$ cat src/rtl/cvrisc_bus_arbiter_pkg.sv
// cvrisc memory bus arbiter: shared definitions.
// Region ids, requester ids, FSM encodings and the latched request bundle.
package cvrisc_bus_arbiter_pkg;

   localparam logic [1:0] RGN_RAM  = 2'b00;
   localparam logic [1:0] RGN_MMIO = 2'b01;
   localparam logic [1:0] RGN_ROM  = 2'b10;

   localparam logic [1:0] ID_DBG = 2'd0;
   localparam logic [1:0] ID_IB  = 2'd1;
   localparam logic [1:0] ID_DB  = 2'd2;

   localparam logic [1:0] S_IDLE   = 2'd0;
   localparam logic [1:0] S_STROBE = 2'd1;
   localparam logic [1:0] S_WAIT   = 2'd2;
   localparam logic [1:0] S_ACK    = 2'd3;

   typedef struct packed {
      logic [1:0]  id;
      logic [13:0] woff;
      logic [3:0]  wren;
      logic [31:0] wdata;
   } bus_req_t;

   function automatic logic [2:0] rgn_onehot(input logic [1:0] rgn);
      logic [2:0] oh;
      case (rgn)
         RGN_RAM:  oh = 3'b001;
         RGN_MMIO: oh = 3'b010;
         RGN_ROM:  oh = 3'b100;
         default:  oh = 3'b000;
      endcase
      return oh;
   endfunction

endpackage

$ cat src/rtl/cvrisc_bus_arbiter_addr_decode.sv
// cvrisc memory bus arbiter: address decoder.
// Maps the upper address half to a one-hot slave select.
module cvrisc_bus_arbiter_addr_decode
   import cvrisc_bus_arbiter_pkg::*;
(
   input  logic [15:0] i_adr_hi,
   output logic [2:0]  o_sel,
   output logic        o_unmapped,
   output logic        o_is_rom
);

   // Anything above 0x2ffff, or the 0x3xxxx hole, has no slave.
   assign o_unmapped = (|i_adr_hi[15:2]) | (i_adr_hi[1:0] == 2'b11);
   assign o_sel      = o_unmapped ? 3'b000 : rgn_onehot(i_adr_hi[1:0]);
   assign o_is_rom   = o_sel[2];

endmodule

$ cat src/rtl/cvrisc_bus_arbiter.sv
// cvrisc memory bus arbiter: top.
// Debug > round-robin(ibus, dbus); one transfer in flight at a time.
module cvrisc_bus_arbiter
   import cvrisc_bus_arbiter_pkg::*;
#(
   parameter int unsigned MMIO_WAIT  = 1,
   parameter bit          DBG_ROM_WR = 1'b1
) (
   input  logic        i_clk,
   input  logic        i_n_reset,
   input  logic        i_dbg_mem_op,
   input  logic [3:0]  i_dbg_wren,
   input  logic [31:0] i_dbg_adr,
   input  logic [31:0] i_dbg_do,
   output logic [31:0] o_dbg_di,
   output logic        o_dbg_ack,
   input  logic        i_ib_req,
   input  logic [31:0] i_ib_adr,
   output logic [31:0] o_ib_rdata,
   output logic        o_ib_ack,
   output logic        o_ib_err,
   input  logic        i_db_req,
   input  logic [3:0]  i_db_we,
   input  logic [31:0] i_db_adr,
   input  logic [31:0] i_db_wdata,
   output logic [31:0] o_db_rdata,
   output logic        o_db_ack,
   output logic        o_db_err,
   output logic        o_m_en,
   output logic [2:0]  o_m_sel,
   output logic [3:0]  o_m_wren,
   output logic [15:0] o_m_adr,
   output logic [31:0] o_m_wdata,
   input  logic [31:0] i_ram_rdata,
   input  logic [31:0] i_mmio_rdata,
   input  logic [31:0] i_rom_rdata
);

   logic [1:0]  r_state;
   logic        r_rr_last_db;
   bus_req_t    r_req;
   logic [2:0]  r_sel;
   logic        r_err;
   logic [2:0]  r_cnt;
   logic [31:0] r_dbg_rd;
   logic [31:0] r_ib_rd;
   logic [31:0] r_db_rd;

   logic        w_pick_dbg;
   logic        w_pick_ib;
   logic        w_pick_db;
   logic        w_grant;
   bus_req_t    w_req;
   logic [31:2] w_adr;
   logic [2:0]  w_sel;
   logic        w_unmapped;
   logic        w_is_rom;
   logic        w_rom_wr_ok;
   logic        w_err;
   logic [31:0] w_slv_rdata;
   logic [31:0] w_rdata;
   logic        w_ack_st;

   // Mutually exclusive grant terms; rr_last_db=1 favours ibus next.
   assign w_pick_dbg = i_dbg_mem_op;
   assign w_pick_ib  = ~i_dbg_mem_op & i_ib_req
                     & (~i_db_req | r_rr_last_db);
   assign w_pick_db  = ~i_dbg_mem_op & i_db_req
                     & (~i_ib_req | ~r_rr_last_db);
   assign w_grant    = w_pick_dbg | w_pick_ib | w_pick_db;

   // Select the winning request fields; ibus is always a read.
   always_comb begin
      w_req = '0;
      w_adr = '0;
      unique case (1'b1)
         w_pick_dbg: begin
            w_req.id    = ID_DBG;
            w_adr       = i_dbg_adr[31:2];
            w_req.wren  = i_dbg_wren;
            w_req.wdata = i_dbg_do;
         end
         w_pick_ib: begin
            w_req.id = ID_IB;
            w_adr    = i_ib_adr[31:2];
         end
         w_pick_db: begin
            w_req.id    = ID_DB;
            w_adr       = i_db_adr[31:2];
            w_req.wren  = i_db_we;
            w_req.wdata = i_db_wdata;
         end
         default: ;
      endcase
      w_req.woff = w_adr[15:2];
   end

   cvrisc_bus_arbiter_addr_decode u_dec (
      .i_adr_hi   (w_adr[31:16]),
      .o_sel      (w_sel),
      .o_unmapped (w_unmapped),
      .o_is_rom   (w_is_rom)
   );

   assign w_rom_wr_ok = (w_req.id == ID_DBG) & DBG_ROM_WR;
   assign w_err = w_unmapped
                | (w_is_rom & (|w_req.wren) & ~w_rom_wr_ok);

   // Transfer sequencer, round-robin pointer and request latch.
   always_ff @(posedge i_clk or negedge i_n_reset) begin
      if (!i_n_reset) begin
         r_state      <= S_IDLE;
         r_rr_last_db <= 1'b1;
         r_req        <= '0;
         r_sel        <= '0;
         r_err        <= 1'b0;
         r_cnt        <= '0;
      end else begin
         case (r_state)
            S_IDLE: begin
               if (w_grant) begin
                  r_req   <= w_req;
                  r_sel   <= w_err ? 3'b000 : w_sel;
                  r_err   <= w_err;
                  r_state <= S_STROBE;
                  if (w_pick_ib | w_pick_db)
                     r_rr_last_db <= w_pick_db;
               end
            end
            S_STROBE: begin
               if (r_sel[1] && MMIO_WAIT != 0) begin
                  r_cnt   <= 3'(MMIO_WAIT - 1);
                  r_state <= S_WAIT;
               end else begin
                  r_state <= S_ACK;
               end
            end
            S_WAIT: begin
               if (r_cnt == 3'd0)
                  r_state <= S_ACK;
               else
                  r_cnt <= r_cnt - 3'd1;
            end
            default: r_state <= S_IDLE;
         endcase
      end
   end

   // Response data: selected slave, forced to zero for errors and writes.
   always_comb begin
      w_slv_rdata = '0;
      unique case (1'b1)
         r_sel[0]: w_slv_rdata = i_ram_rdata;
         r_sel[1]: w_slv_rdata = i_mmio_rdata;
         r_sel[2]: w_slv_rdata = i_rom_rdata;
         default: ;
      endcase
      w_rdata = (r_err | (|r_req.wren)) ? '0 : w_slv_rdata;
   end

   // Keep each requester's last response visible until its next one.
   always_ff @(posedge i_clk or negedge i_n_reset) begin
      if (!i_n_reset) begin
         r_dbg_rd <= '0;
         r_ib_rd  <= '0;
         r_db_rd  <= '0;
      end else if (r_state == S_ACK) begin
         case (r_req.id)
            ID_DBG:  r_dbg_rd <= w_rdata;
            ID_IB:   r_ib_rd  <= w_rdata;
            ID_DB:   r_db_rd  <= w_rdata;
            default: ;
         endcase
      end
   end

   assign w_ack_st  = (r_state == S_ACK);
   assign o_dbg_ack = w_ack_st & (r_req.id == ID_DBG);
   assign o_ib_ack  = w_ack_st & (r_req.id == ID_IB) & ~r_err;
   assign o_ib_err  = w_ack_st & (r_req.id == ID_IB) & r_err;
   assign o_db_ack  = w_ack_st & (r_req.id == ID_DB) & ~r_err;
   assign o_db_err  = w_ack_st & (r_req.id == ID_DB) & r_err;

   assign o_dbg_di   = o_dbg_ack ? w_rdata : r_dbg_rd;
   assign o_ib_rdata = (o_ib_ack | o_ib_err) ? w_rdata : r_ib_rd;
   assign o_db_rdata = (o_db_ack | o_db_err) ? w_rdata : r_db_rd;

   assign o_m_en    = (r_state == S_STROBE) & ~r_err;
   assign o_m_sel   = (r_state == S_STROBE) ? r_sel : 3'b000;
   assign o_m_wren  = o_m_en ? r_req.wren : 4'h0;
   assign o_m_adr   = {r_req.woff, 2'b00};
   assign o_m_wdata = r_req.wdata;

endmodule

$ cat config.mk
export PLATFORM = sky130hd
export DESIGN_NAME = cvrisc_bus_arbiter
export DESIGN_NICKNAME = d
export VERILOG_FILES = /design/src/rtl/cvrisc_bus_arbiter_pkg.sv /design/src/rtl/cvrisc_bus_arbiter_addr_decode.sv /design/src/rtl/cvrisc_bus_arbiter.sv
export SDC_FILE = /design/constraint.sdc
export NUM_CORES = 1
export LEC_CHECK = 0
export BUFFER_PORTS_ARGS = -buffer_cell sky130_fd_sc_hd__buf_2
export CAP_MARGIN = 20
export CELL_PAD_IN_SITES_DETAIL_PLACEMENT = 1
export CELL_PAD_IN_SITES_GLOBAL_PLACEMENT = 1
export CORE_AREA = 2 2 166 168
export CTS_BUF_LIST = sky130_fd_sc_hd__clkbuf_2 sky130_fd_sc_hd__clkbuf_4 sky130_fd_sc_hd__clkbuf_8
export CTS_CLUSTER_SIZE = 14
export DETAILED_ROUTE_END_ITERATION = 16
export DIE_AREA = 0 0 168 170
export MAX_ROUTING_LAYER = met4
export PLACE_DENSITY = 0.86
export SYNTH_ARGS = -nofsm -noshare
export SYNTH_HDL_FRONTEND = slang
export SYNTH_SLANG_ARGS = --single-unit
$ cat constraint.sdc
create_clock -name i_clk -period 6.2 [get_ports i_clk]
set_input_delay 1.86 -clock i_clk [delete_from_list [all_inputs] [get_ports i_clk]]
set_output_delay 1.86 -clock i_clk [all_outputs]
set_load 0.02 [all_outputs]
Yosys cells after proc, flatten, opt, wreduce, memory -nomap -nowiden

Index checks and enable logic that the tools add are counted.

Bits of input ports: 269
Output and inout port bits: 157
Bits in registers: 158
Word-level logic and storage cells: 91

Reductions and logical operators: 16
Add/sub/neg operators: 1
Muxes and demuxes: 20
Eq/ne operators: 12
Bitwise gates (word level): 30

Operators with widths:

| kind                                                 | number |
|---|---|
| 2-to-1 mux 32 bit                                    | 4 |
| case mux 32 bit (3 select lines)                     | 1 |
| case mux 30 bit (3 select lines)                     | 1 |
| case mux 36 bit (2 select lines)                     | 1 |
| 2-to-1 mux 3 bit                                     | 5 |
| AND 1 bit                                            | 14 |
| OR reduction 14 bit                                  | 1 |
| equality test 2 bit (second input constant)          | 5 |
| OR 1 bit                                             | 10 |
| AND reduction 2 bit                                  | 5 |
| case mux 3 bit (3 select lines)                      | 1 |
| logical NOT 2 bit                                    | 4 |
| != test 2 bit (second input constant)                | 4 |
| OR reduction 4 bit                                   | 2 |
| equality test 2 x 1 -> 1 bit (second input constant) | 3 |
| inverter 1 bit                                       | 6 |
| case mux 2 bit (3 select lines)                      | 1 |
| case mux 3 bit (2 select lines)                      | 1 |
| AND reduction 3 bit                                  | 2 |
| 2-to-1 mux 2 bit                                     | 2 |
| 2-to-1 mux 4 bit                                     | 1 |
| case mux 2 bit (2 select lines)                      | 1 |
| logical NOT 3 bit                                    | 1 |
| subtractor 3 x 1 -> 3 bit (second input constant)    | 1 |
| other kinds (2)                                      | 2 |

Depth between registers and ports, before layout

Gate-level depths: netlist of run 1.

Word-level depth: 11
Depth in mapped cells: 7
Gate-level depth less buffers: 6

By module

From an unflattened synthesis of run 1, not the netlist that was laid out.

Cells, all modules: 858
Area, all modules: 8306.7 sq um

Modules (own cells, without submodules):

| module                         | area each (sq um) | cells each | instances |
|---|---|---|---|
| cvrisc_bus_arbiter             | 8206.6            | 846        | 1 |
| cvrisc_bus_arbiter_addr_decode | 100.1             | 12         | 1 |

Worst setup path after synthesis of run 1

OpenSTA, ideal clock, no wires.

Kind: input-to-output
From: in i_mmio_rdata[0]
To: out o_dbg_di[0]
Slack: 1.563 ns
Data required time: 4.340 ns
Stages on the path: 3
Arrival: 2.777 ns
Buffers on the path: 0
Path through: a222oi_1 > or2_2 > o21ai_0

Cells in the longest elaborated chain, start to end: 3

RTL lines:

| element                          | line                      | text |
|---|---|---|
| start: declaration               | cvrisc_bus_arbiter.sv:35  | `input logic [31:0] i_mmio_rdata,` |
| case mux 32 bit (3 select lines) | cvrisc_bus_arbiter.sv:152 | `unique case (1'b1)` |
| 2-to-1 mux 32 bit                | cvrisc_bus_arbiter.sv:158 | `w_rdata = (r_err \| (\|r_req.wren)) ? '0 : w_slv_rdata;` |
| 2-to-1 mux 32 bit                | cvrisc_bus_arbiter.sv:184 | `assign o_dbg_di = o_dbg_ack ? w_rdata : r_dbg_rd;` |
| end: declaration                 | cvrisc_bus_arbiter.sv:15  | `output logic [31:0] o_dbg_di,` |

Every way passes these cells.

Final worst setup path of run 1

From: in i_mmio_rdata[14]
To: out o_ib_rdata[14]

Cells in the longest elaborated chain, start to end: 3

RTL lines:

| element                          | line                      | text |
|---|---|---|
| case mux 32 bit (3 select lines) | cvrisc_bus_arbiter.sv:152 |  |
| 2-to-1 mux 32 bit                | cvrisc_bus_arbiter.sv:158 |  |
| 2-to-1 mux 32 bit                | cvrisc_bus_arbiter.sv:185 | `assign o_ib_rdata = (o_ib_ack \| o_ib_err) ? w_rdata : r_ib_rd;` |
| end: declaration                 | cvrisc_bus_arbiter.sv:19  | `output logic [31:0] o_ib_rdata,` |

Every way passes these cells.

==> results.txt, run 1 <==
----------------------------------------------------
[Synthesis]
  Number of library cell types mapped by synthesis ... 50
  Synthesized-area fraction occupied by xor and xnor cells ... 0
  Number of storage elements in the synthesis netlist ... 158
  Simple-gate area share of the yosys netlist ... 0.136
  Synth async-reset ratio ... 1.00
  Compound-cell area share of the yosys netlist ... 0.252
  Gate Count Post-Synth ... 816
  Top flip-flop cell by instance count after synthesis ... sky130_fd_sc_hd__dfrtp_1
  Area share of fa/ha/maj cells after synthesis ... 0.00945
  Multiplexer share of the synthesized area ... 0.00142
  Number of warnings issued by yosys ... 0
  Mapped Area ... 7940 µm²
  Average cell area after synthesis ... 9.73 µm²
  Fraction of the yosys area taken by sequential cells ... 0.498
  Number of synthesized flops with an enable pin ... 0
  Largest family of logic cells by synthesized area ... compound AO/OA/AOI/OAI gates

[Clock network]
  Total of cells resized after clock tree synthesis ... 0
  Number of buffers on the longest clock path ... 2
  CTS tree ... done
  Skew-Pair Late Insertion Delay ... 0.45 ns
  Setup fix buffers added after clock tree synthesis ... 0
  Clock buffer count from CTS ... 17
  Root cell of the clock tree ... sky130_fd_sc_hd__clkbuf_8
  Clock-pin transition on the worst setup and hold timing paths ... 0.09 ns
  Hold-fix buffer count after cts ... 0
  Clock tree sinks ... 158
  Total number of H-tree levels ... 4

[STA]
  RSZ-0062 raised after global routing ... no
  Slew Viols, Final ... 0
  Worst setup margin ... 1.21 ns
  Total Neg Setup Slack ... 0 ns
  Top achievable clock speed ... 201 MHz
  Transition time of the tightest slew-check pin ... 1.10 ns
  Number of hold violations in the final report ... 0
  Max-slew headroom at the worst pin ... 0.263
  Setup violation total in the final timing report ... 0
  Min Clock Period, post-route ... 4.99 ns
  Final worst clock skew ... 0.0208 ns
  Fin crit share ... 0.804

[Route]
  Via count of the routed design ... 7720
  Routed Antenna Nets ... 0
  Wire per inst ... 19.6 µm
  Iteration-0 DRC Markers ... 765
  DRC viols ... 0
  Routed WL ... 29600 µm
  Length of the first detailed-routing pass in iterations ... 9
  Routed vias/inst ... 5.13

[Floorplan]
  Width of the chip ... 168 µm
  Floorplan die area ... 28600 µm²
  Vertical extent of the die ... 170 µm
  Placeable core area ... 26700 µm²
  I/O pins ... 426
  Starting density of the core ... 0.298
  Number of core rows ... 60

[Finish]
  Combined flip-flop and latch cell area ... 3960 µm²
  Relative area change from synthesis to final layout ... 29.9%
  Total inserted antenna cells ... 0
  Final net count ... 1427
  Leading cell type in the layout, fill and taps excluded ... sky130_fd_sc_hd__buf_2
  Share of layout cells above drive strength 1 ... 0.448
  Most frequent cells in the layout ... sky130_fd_sc_hd__buf_2 (416), sky130_fd_sc_hd__dfrtp_1 (157), sky130_fd_sc_hd__o21ai_1 (133), sky130_fd_sc_hd__nand2_1 (125), sky130_fd_sc_hd__a222oi_1 (77)
  Total area of multi-input combinational cells ... 3180 µm²
  Filler cell count ... 3249

[Worst setup path]
  Slowest stage cell on the critical path ... sky130_fd_sc_hd__a222oi_1
  Cell type with the highest occurrence count on the critical path ... sky130_fd_sc_hd__buf_2
  Required time of the worst setup path ... 4.34 ns
  Worst setup path start ... i_mmio_rdata[14]
  Arrival time at the worst endpoint ... 3.13 ns
  Cell-by-cell listing of the critical path ... buf_2 > a222oi_1 > or2_4 > o21ai_1 > buf_2
  FF-to-FF Start ... r_rr_last_db
  Largest fanout on the critical path ... 5
  Setup crit start kind ... input port
  Kind of capture point of the worst setup path ... primary output
  Critical Setup Path Class ... in2out
  Worst stage delay on the critical path ... 0.58 ns

[Global routing]
  Maximum number of pins on one net before global-route repair ... 99
  Remaining Overflow, GRT ... 0
  Wire length of the first global-routing pass ... 44200 µm
  Initial antenna violation count ... 2
  Overall Global Routing Usage ... 0.207
  Via count of the first global-routing pass ... 8019

[Worst hold path]
  Worst min path class ... reg2reg
  Worst hold path startpoint ... r_dbg_rd[31]

[Placed design]
  Routability-driven placement congestion ratio ... 0.849
  Half-perimeter wire length of the detailed placement result ... 22500 µm
  Worst slack after detailed placement ... 1.21 ns
  Count of input and output buffers ... 417

[Power and ir drop]
  Leakage ... 5.24 nW
  Total power draw ... 4.38 mW
  Power per cell area ... 424 nW/µm²
  VDD IR max ... 161 µV

[Run]
  Reported max-cap violation count ... 0

[Status]
  Result of the run ... complete, no violations

----------------------------------------------------
area by class of cell:
type / instances / area share
Clock buffer: 17 / 0.0227
Clock inverter: 15 / 0.0140
Inverter: 39 / 0.0142
Multi-Input combinational cell: 507 / 0.308
Sequential cell: 158 / 0.383
Tap cell: 341 / 0.0414
Timing Repair Buffer: 429 / 0.216
synth_stat cells (17+ instances only):
library cell | instances | area, µm²
sky130_fd_sc_hd__a222oi_1 | 77 | 771
sky130_fd_sc_hd__buf_2 | 17 | 85.1
sky130_fd_sc_hd__buf_4 | 50 | 375
sky130_fd_sc_hd__clkbuf_1 | 40 | 150
sky130_fd_sc_hd__dfrtp_1 | 157 | 3930
sky130_fd_sc_hd__inv_1 | 38 | 143
sky130_fd_sc_hd__nand2_1 | 125 | 469
sky130_fd_sc_hd__o21ai_0 | 33 | 165
sky130_fd_sc_hd__o21ai_1 | 133 | 666
sky130_fd_sc_hd__o21ai_2 | 19 | 166
sky130_fd_sc_hd__or2_4 | 30 | 263
cells by family (layout without fill, tap and decap cells):
family                   Yosys count  in the layout
other                              1              2
AO/OA/AOI/OAI                    289            289
buffers and inverters            152            500
adder cells (fa/ha/maj)            6              6
AND/OR/NAND/NOR                  209            209
flip-flops                       158            158
multiplexers                       1              1
registers in the layout, summed over array words and instances (netlist names):
register / flops
r_req: 6
r_db_rd: 32
o_m_wdata: 32
r_dbg_rd: 32
r_err: 1
r_rr_last_db: 1
r_ib_rd: 32
r_cnt: 3
r_state: 2
r_sel: 3
o_m_adr: 14
routing by layer:
metal  track usage  vias up  share of wire
li1              -     3621              -
met1         0.216     3709           0.38
met2         0.380      348           0.53
met3        0.0442       42          0.057
met4        0.0873        0          0.040
met5             -        -              0
worst paths after layout:
kind | endpoint | slack [ns] | depth (start not counted)
max | o_ib_rdata[14] | 1.21 | 5
max reg2reg | o_m_wdata[25] | 3.87 | 5
min in group asynchronous | r_dbg_rd[18] | 1.38 | 1
min | r_dbg_rd[31] | 0.47 | 2
max in group asynchronous | r_dbg_rd[20] | 3.77 | 2
min reg2reg | r_dbg_rd[31] | 0.47 | 2
power breakdown:
part | switching [mW] | total [mW] | internal [mW]
registers | 0.180 | 1.54 | 1.36
logic | 1.37 | 2.07 | 0.695
clock network | 0.465 | 0.764 | 0.299
total | 2.02 | 4.38 | 2.36
critical path: cells and delay by family:
family                 cells  cell delay (ns)
buffers and inverters      2             0.31
AND/OR/NAND/NOR            1             0.26
AO/OA/AOI/OAI              2             0.69
stage by stage:
step	area, µm²	std cells	hold slack (ns)	utilization
floorplan	7950	817	0.439	-
finish	10300	1506	0.473	0.387
global placement	9910	1473	0.448	0.372
detailed placement	9940	1474	0.456	0.373
CTS	10300	1506	0.478	0.387
global route	10300	1506	0.508	0.387
(Power assumes the default switching activity.)
==> inputs of run 2 (changes only) <==
--- a/config.mk
+++ b/config.mk
@@ -9,13 +9,13 @@
 export CAP_MARGIN = 20
 export CELL_PAD_IN_SITES_DETAIL_PLACEMENT = 1
 export CELL_PAD_IN_SITES_GLOBAL_PLACEMENT = 1
-export CORE_AREA = 2 2 166 168
+export CORE_MARGIN = 2
+export CORE_UTILIZATION = 30
 export CTS_BUF_LIST = sky130_fd_sc_hd__clkbuf_2 sky130_fd_sc_hd__clkbuf_4 sky130_fd_sc_hd__clkbuf_8
 export CTS_CLUSTER_SIZE = 14
 export DETAILED_ROUTE_END_ITERATION = 16
-export DIE_AREA = 0 0 168 170
 export MAX_ROUTING_LAYER = met4
-export PLACE_DENSITY = 0.86
+export PLACE_DENSITY = 0.89
 export SYNTH_ARGS = -nofsm -noshare
 export SYNTH_HDL_FRONTEND = slang
 export SYNTH_SLANG_ARGS = --single-unit
==> constraint.sdc (replaced) <==
create_clock -name i_clk -period 4.3 [get_ports i_clk]
set_input_delay 1.29 -clock i_clk [delete_from_list [all_inputs] [get_ports i_clk]]
set_output_delay 1.29 -clock i_clk [all_outputs]
set_load 0.02 [all_outputs]
==> run 2 against run 1 <==
Setup slack got worse by 0.88 ns. Sequential cell count stayed put. Cell count rose by 0.33%. Via count grew 0.75%. Die area shrank 2.7%. Worst hold slack better by 0.0074 ns. Sequential power up 43%. Critical endpoint is now o_ib_rdata[21]. Critical path depth is 2 higher.
==> results.txt, run 2 (synthesis results as in run 1) <==
----------------------------------------------------
[Status]
  Result of the run ... complete, no violations

[Finish]
  Total area of multi-input combinational cells ... 3180 µm² (unchanged)
  Leading cell type in the layout, fill and taps excluded ... sky130_fd_sc_hd__buf_2
  Filler cell count ... 3141 (-3.3%)
  Relative area change from synthesis to final layout ... 31.0%
  Most frequent cells in the layout ... sky130_fd_sc_hd__buf_2 (416), sky130_fd_sc_hd__dfrtp_1 (156), sky130_fd_sc_hd__o21ai_1 (133), sky130_fd_sc_hd__nand2_1 (125), sky130_fd_sc_hd__a222oi_1 (77)
  Combined flip-flop and latch cell area ... 3960 µm² (about the same)
  Final net count ... 1435 (+0.56%)
  Share of layout cells above drive strength 1 ... 0.452 (+0.00415)

[Worst setup path]
  Worst stage delay on the critical path ... 0.52 ns (-0.06 ns)
  Setup crit start kind ... register
  Kind of capture point of the worst setup path ... primary output
  Slowest stage cell on the critical path ... sky130_fd_sc_hd__buf_4
  Required time of the worst setup path ... 3.01 ns (-1.33 ns)
  Arrival time at the worst endpoint ... 2.68 ns (-0.45 ns)
  Largest fanout on the critical path ... 50 (+45)
  Cell-by-cell listing of the critical path ... ha_1 > nand3b_1 > buf_4 > buf_4 > nand2_1 > o21ai_1 > buf_2
  Cell type with the highest occurrence count on the critical path ... sky130_fd_sc_hd__buf_4
  Critical Setup Path Class ... reg2out

[STA]
  Top achievable clock speed ... 252 MHz
  Number of hold violations in the final report ... 0 (unchanged)
  Final worst clock skew ... 0.0237 ns (+0.00286 ns)
  Setup violation total in the final timing report ... 0 (unchanged)
  Max-slew headroom at the worst pin ... 0.514 (+0.251)
  RSZ-0062 raised after global routing ... no
  Total Neg Setup Slack ... 0 ns (unchanged)
  Worst setup margin ... 0.332 ns (-0.882 ns)
  Min Clock Period, post-route ... 3.97 ns
  Fin crit share ... 0.923
  Transition time of the tightest slew-check pin ... 0.729 ns (-0.373 ns)
  Slew Viols, Final ... 0 (unchanged)

[Clock network]
  Number of buffers on the longest clock path ... 2 (unchanged)
  Clock buffer count from CTS ... 17 (unchanged)
  Setup fix buffers added after clock tree synthesis ... 0 (unchanged)
  Root cell of the clock tree ... sky130_fd_sc_hd__clkbuf_8
  Clock tree sinks ... 158 (unchanged)
  Clock-pin transition on the worst setup and hold timing paths ... 0.09 ns (about the same)
  Hold-fix buffer count after cts ... 0 (unchanged)
  Skew-Pair Late Insertion Delay ... 0.45 ns (about the same)
  Total of cells resized after clock tree synthesis ... 0 (unchanged)
  Total number of H-tree levels ... 4 (unchanged)
  CTS tree ... done

[Power and ir drop]
  Leakage ... 5.29 nW (+0.90%)
  VDD IR max ... 300 µV (+86%)
  Pint ... 3.49 mW (+48%)
  Net switching power figure ... 2.82 mW (+40%)
  Combinational share of power ... 0.477 (+0.004)
  Share of total power consumed by net switching ... 0.447 (-0.0144)
  Part of the power in the clock network ... 0.175 (about the same)
  Power per cell area ... 607 nW/µm² (+43%)
  Sequential fraction of design power ... 0.349 (-0.004)

[Placed design]
  Half-perimeter wire length of the detailed placement result ... 22600 µm (+0.18%)
  Routability-driven placement congestion ratio ... 0.854 (+0.62%)
  Worst slack after detailed placement ... 0.626 ns (-0.586 ns)
  Count of input and output buffers ... 417 (unchanged)

[Global routing]
  Via count of the first global-routing pass ... 8115 (+1.2%)
  Wire length of the first global-routing pass ... 44800 µm (+1.5%)
  Overall Global Routing Usage ... 0.213 (+0.00526)
  Remaining Overflow, GRT ... 0 (unchanged)
  Initial antenna violation count ... 4 (+2)
  Maximum number of pins on one net before global-route repair ... 71 (-28%)

[Route]
  Length of the first detailed-routing pass in iterations ... 9 (unchanged)
  Wire per inst ... 19.3 µm (-1.6%)
  Routed vias/inst ... 5.15 (+0.42%)
  Via count of the routed design ... 7778 (+0.75%)
  DRC viols ... 0 (unchanged)
  Iteration-0 DRC Markers ... 683 (-11%)
  Routed Antenna Nets ... 0 (unchanged)
  Routed WL ... 29200 µm (-1.2%)

[Run]
  Reported max-cap violation count ... 0 (unchanged)

[Floorplan]
  Width of the chip ... 167 µm (-0.77%)
  I/O pins ... 426 (unchanged)
  Starting density of the core ... 0.305 (+0.00677)
  Vertical extent of the die ... 167 µm (-1.9%)
  Floorplan die area ... 27800 µm² (-2.7%)
  Placeable core area ... 26100 µm² (-2.2%)
  Number of core rows ... 59 (-1.7%)

[Worst hold path]
  Worst min path class ... reg2reg

----------------------------------------------------
==> run 2: cell count changes in the layout (fill, tap and decap cells not counted), sizes merged <==
cell | before | now
buf | 429 | 437
inv | 48 | 43
diode | 0 | 4
clkinv | 3 | 5
bufinv | 0 | 1
clkbuf | 17 | 18
==> run 2: final cells by class <==
type,count,share of cell area
antenna,4,0.000962
timing repair buffer,437,0.222
tap,335,0.0403
clock buffer,18,0.0238
multi-input combinational,507,0.306
inverter,39,0.0141
sequential,158,0.380
clock inverter,13,0.0127
==> run 2: per-layer routing <==
| metal | vias up | GRT usage | part of all wire |
|---|---|---|---|
| li1 | 3628 | - | - |
| met1 | 3755 | 0.228 | 0.39 |
| met2 | 350 | 0.379 | 0.51 |
| met3 | 45 | 0.0459 | 0.063 |
| met5 | - | - | 0 |
| met4 | 0 | 0.0896 | 0.035 |
==> run 2: path summary, 6_finish.rpt <==
kind                             startpoint        endpoint  slack [ns]  depth (start not counted)
worst max-delay path             r_state[0]  o_ib_rdata[21]        0.33                          7
worst min-delay path            o_m_adr[12]     o_m_adr[12]        0.48                          2
worst max register to register   r_state[0]     r_ib_rd[21]        2.16                          6
worst min register to register  o_m_adr[12]     o_m_adr[12]        0.48                          2
max in group asynchronous         i_n_reset     r_db_rd[14]        2.56                          2
min in group asynchronous         i_n_reset    r_dbg_rd[11]        0.82                          1
==> run 2: power groups by stage <==
stage               clock [mW]  combinational, mW  sequential (mW)
CTS                       1.15               3.02             2.21
global placement             0               2.89             2.20
detailed placement           0               3.02             2.24
global route              1.20               3.28             2.25
floorplan                    0               2.24             2.15
finish                    1.10               3.01             2.20
==> run 2: per-stage QoR <==
step	total power [mW]	area [µm²]	utilization	cells	hold WS, ns
2_1_floorplan	4.39	7950	-	817	0.439
3_3_place_gp	5.09	9970	0.382	1474	0.447
3_5_place_dp	5.25	9990	0.383	1475	0.457
4_1_cts	6.38	10400	0.398	1506	0.478
5_1_grt	6.73	10400	0.399	1511	0.500
6_report	6.31	10400	0.399	1511	0.481
==> run 2: worst max-delay path: cells and delay by family (launching register included) <==
family          cells  cell delay (ns)
buf+inv             3             1.12
compound gates      1             0.12
flops               1             0.43
fa+ha+maj           1             0.28
simple gates        2             0.26
==> inputs of run 3 (changes only) <==
--- a/config.mk
+++ b/config.mk
@@ -9,13 +9,13 @@
 export CAP_MARGIN = 20
 export CELL_PAD_IN_SITES_DETAIL_PLACEMENT = 1
 export CELL_PAD_IN_SITES_GLOBAL_PLACEMENT = 1
-export CORE_MARGIN = 2
-export CORE_UTILIZATION = 30
+export CORE_AREA = 2 2 163 165
 export CTS_BUF_LIST = sky130_fd_sc_hd__clkbuf_2 sky130_fd_sc_hd__clkbuf_4 sky130_fd_sc_hd__clkbuf_8
 export CTS_CLUSTER_SIZE = 14
 export DETAILED_ROUTE_END_ITERATION = 16
+export DIE_AREA = 0 0 165 167
 export MAX_ROUTING_LAYER = met4
-export PLACE_DENSITY = 0.89
+export PLACE_DENSITY = 0.88
 export SYNTH_ARGS = -nofsm -noshare
 export SYNTH_HDL_FRONTEND = slang
 export SYNTH_SLANG_ARGS = --single-unit
==> constraint.sdc (replaced) <==
create_clock -name i_clk -period 4.28 [get_ports i_clk]
set_input_delay 1.284 -clock i_clk [delete_from_list [all_inputs] [get_ports i_clk]]
set_output_delay 1.284 -clock i_clk [all_outputs]
set_load 0.02 [all_outputs]
==> run 3 against run 2 <==
Via count is 1.5% lower. Clock power is 9% higher. Sequential power hardly changed. Wire length is 0.89% higher. Non-clock buffer count is 6 lower. Clock-buffer cell count stayed put. Sequential share of layout area is 0.093 points higher. Critical path depth is 2 lower. Core utilization is 0.35 points higher. Highest routed layer unchanged. Cell count is 0.40% lower. First-iteration DRC count is 11% lower. Combinational power hardly changed.
==> results.txt, run 3 (synthesis results as in run 1) <==
----------------------------------------------------
[Power and ir drop]
  Combinational share of power ... 0.468 (-0.009)
  VDD IR max ... 252 µV (-16%)
  Power per cell area ... 618 nW/µm² (+1.9%)
  Total power draw ... 6.42 mW (+1.6%)
  Net switching power figure ... 2.87 mW (+1.7%)
  Leakage ... 5.28 nW (about the same)
  Share of total power consumed by net switching ... 0.447 (about the same)
  Part of the power in the clock network ... 0.187 (+0.012)
  Pint ... 3.55 mW (+1.6%)
  Sequential fraction of design power ... 0.345 (-0.004)

[Worst setup path]
  Required time of the worst setup path ... 3.00 ns (about the same)
  Critical Setup Path Class ... reg2out
  Slowest stage cell on the critical path ... sky130_fd_sc_hd__or3b_2
  Worst stage delay on the critical path ... 0.68 ns (+0.16 ns)
  Largest fanout on the critical path ... 24 (-52%)
  Kind of capture point of the worst setup path ... primary output
  Cell-by-cell listing of the critical path ... ha_1 > or3b_2 > buf_4 > o21ai_0 > buf_2
  Setup crit start kind ... register
  Arrival time at the worst endpoint ... 2.67 ns (about the same)

[Route]
  Routed vias/inst ... 5.09 (-1.1%)
  DRC viols ... 0 (unchanged)
  Via count of the routed design ... 7664 (-1.5%)
  Iteration-0 DRC Markers ... 605 (-11%)
  Wire per inst ... 19.6 µm (+1.3%)
  Length of the first detailed-routing pass in iterations ... 8 (-1)
  Routed Antenna Nets ... 0 (unchanged)
  Routed WL ... 29500 µm (+0.89%)

[Clock network]
  Clock-pin transition on the worst setup and hold timing paths ... 0.10 ns (about the same)
  Clock tree sinks ... 158 (unchanged)
  CTS tree ... done
  Setup fix buffers added after clock tree synthesis ... 0 (unchanged)
  Skew-Pair Late Insertion Delay ... 0.46 ns (about the same)
  Root cell of the clock tree ... sky130_fd_sc_hd__clkbuf_8
  Number of buffers on the longest clock path ... 2 (unchanged)
  Hold-fix buffer count after cts ... 0 (unchanged)
  Total number of H-tree levels ... 4 (unchanged)
  Clock buffer count from CTS ... 17 (unchanged)
  Total of cells resized after clock tree synthesis ... 0 (unchanged)

[Floorplan]
  Floorplan die area ... 27600 µm² (-0.84%)
  Placeable core area ... 25800 µm² (-1.1%)
  I/O pins ... 426 (unchanged)
  Width of the chip ... 165 µm (-1.0%)
  Starting density of the core ... 0.308 (+0.00349)
  Vertical extent of the die ... 167 µm (+0.18%)
  Number of core rows ... 59 (unchanged)

[STA]
  Top achievable clock speed ... 253 MHz
  Max-slew headroom at the worst pin ... 0.328 (-0.186)
  Total Neg Setup Slack ... 0 ns (unchanged)
  Transition time of the tightest slew-check pin ... 1.01 ns (+0.277 ns)
  Min Clock Period, post-route ... 3.95 ns
  Final worst clock skew ... 0.0211 ns (-0.00255 ns)
  Slew Viols, Final ... 0 (unchanged)
  Setup violation total in the final timing report ... 0 (unchanged)
  RSZ-0062 raised after global routing ... no
  Fin crit share ... 0.924
  Number of hold violations in the final report ... 0 (unchanged)

[Placed design]
  Half-perimeter wire length of the detailed placement result ... 22400 µm (-0.83%)
  Count of input and output buffers ... 417 (unchanged)
  Routability-driven placement congestion ratio ... 0.880 (+3.0%)
  Placed cell area ... 9930 µm² (-0.59%)

[Run]
  Reported max-cap violation count ... 0 (unchanged)

[Status]
  Result of the run ... complete, no violations

[Finish]
  Filler cell count ... 3085 (-1.8%)
  Relative area change from synthesis to final layout ... 30.7%
  Final standard cell area without fillers ... 10400 µm² (-0.28%)
  Share of layout cells above drive strength 1 ... 0.449 (-0.00320)
  Most frequent cells in the layout ... sky130_fd_sc_hd__buf_2 (416), sky130_fd_sc_hd__dfrtp_1 (157), sky130_fd_sc_hd__o21ai_1 (133), sky130_fd_sc_hd__nand2_1 (125), sky130_fd_sc_hd__a222oi_1 (77)
  Leading cell type in the layout, fill and taps excluded ... sky130_fd_sc_hd__buf_2
  Final net count ... 1429 (-0.42%)

[Worst hold path]
  Worst min path class ... reg2reg

[Global routing]
  Maximum number of pins on one net before global-route repair ... 99 (+39%)
  Via count of the first global-routing pass ... 8074 (-0.51%)
  Remaining Overflow, GRT ... 0 (unchanged)
  Overall Global Routing Usage ... 0.217 (+0.00427)
  Initial antenna violation count ... 3 (-1)
  Wire length of the first global-routing pass ... 44000 µm (-1.8%)

----------------------------------------------------
-- run 3: cell type report --
cell class	count	area, µm²	area share
Clock inverter	14	171	0.0165
Inverter	39	146	0.0141
Timing Repair Buffer	431	2260	0.217
Antenna cell	3	7.51	0.000724
Tap cell	335	419	0.0404
Sequential cell	158	3960	0.381
Clock buffer	18	241	0.0233
Multi-Input combinational cell	507	3180	0.306
-- run 3: critical path, delay by kind of cell, from the launching register on --
| family | cells | cell delay [ns] |
|---|---|---|
| buf+inv | 2 | 0.52 |
| fa+ha+maj | 1 | 0.29 |
| flops | 1 | 0.45 |
| simple gates | 1 | 0.68 |
| compound gates | 1 | 0.26 |
-- run 3: power by group through the flow --
| stage | Sequential (mW) | Combinational, mW | Clock [mW] |
|---|---|---|---|
| 4_1_cts | 2.21 | 3.03 | 1.26 |
| 3_5_place_dp | 2.24 | 3.02 | 0 |
| 5_1_grt | 2.26 | 3.27 | 1.31 |
| 3_3_place_gp | 2.21 | 2.91 | 0 |
| 6_report | 2.21 | 3.00 | 1.20 |
| 2_1_floorplan | 2.16 | 2.25 | 0 |
-- run 3: routing by layer --
layer  routed length (µm)  global-route usage  part of all wire  vias to the layer above
li1                     -                   -                 -                     3626
met1                11400               0.231              0.39                     3661
met2                15100               0.386              0.51                      328
met3                 1930              0.0458             0.065                       49
met4                 1050              0.0900             0.036                        0
met5                    0                   -                 0                        -
-- run 3: worst paths after layout --
kind	cells past startpoint	end	slack [ns]	startpoint
min in group asynchronous	1	r_ib_rd[11]	0.86	i_n_reset
max	5	o_dbg_di[1]	0.33	r_state[0]
min reg2reg	2	r_db_rd[0]	0.48	r_db_rd[0]
min	2	r_db_rd[0]	0.48	r_db_rd[0]
max in group asynchronous	2	o_m_wdata[28]	2.49	i_n_reset
max reg2reg	6	o_m_wdata[13]	2.08	r_state[0]
-- run 3: through the flow --
step	worst slack, ns	std cells	hold slack [ns]	util
3_3_place_gp	0.535	1469	0.449	0.385
2_1_floorplan	0.795	817	0.439	-
6_report	0.327	1505	0.476	0.403
3_5_place_dp	0.535	1469	0.455	0.385
5_1_grt	0.156	1505	0.510	0.403
4_1_cts	0.266	1501	0.481	0.401
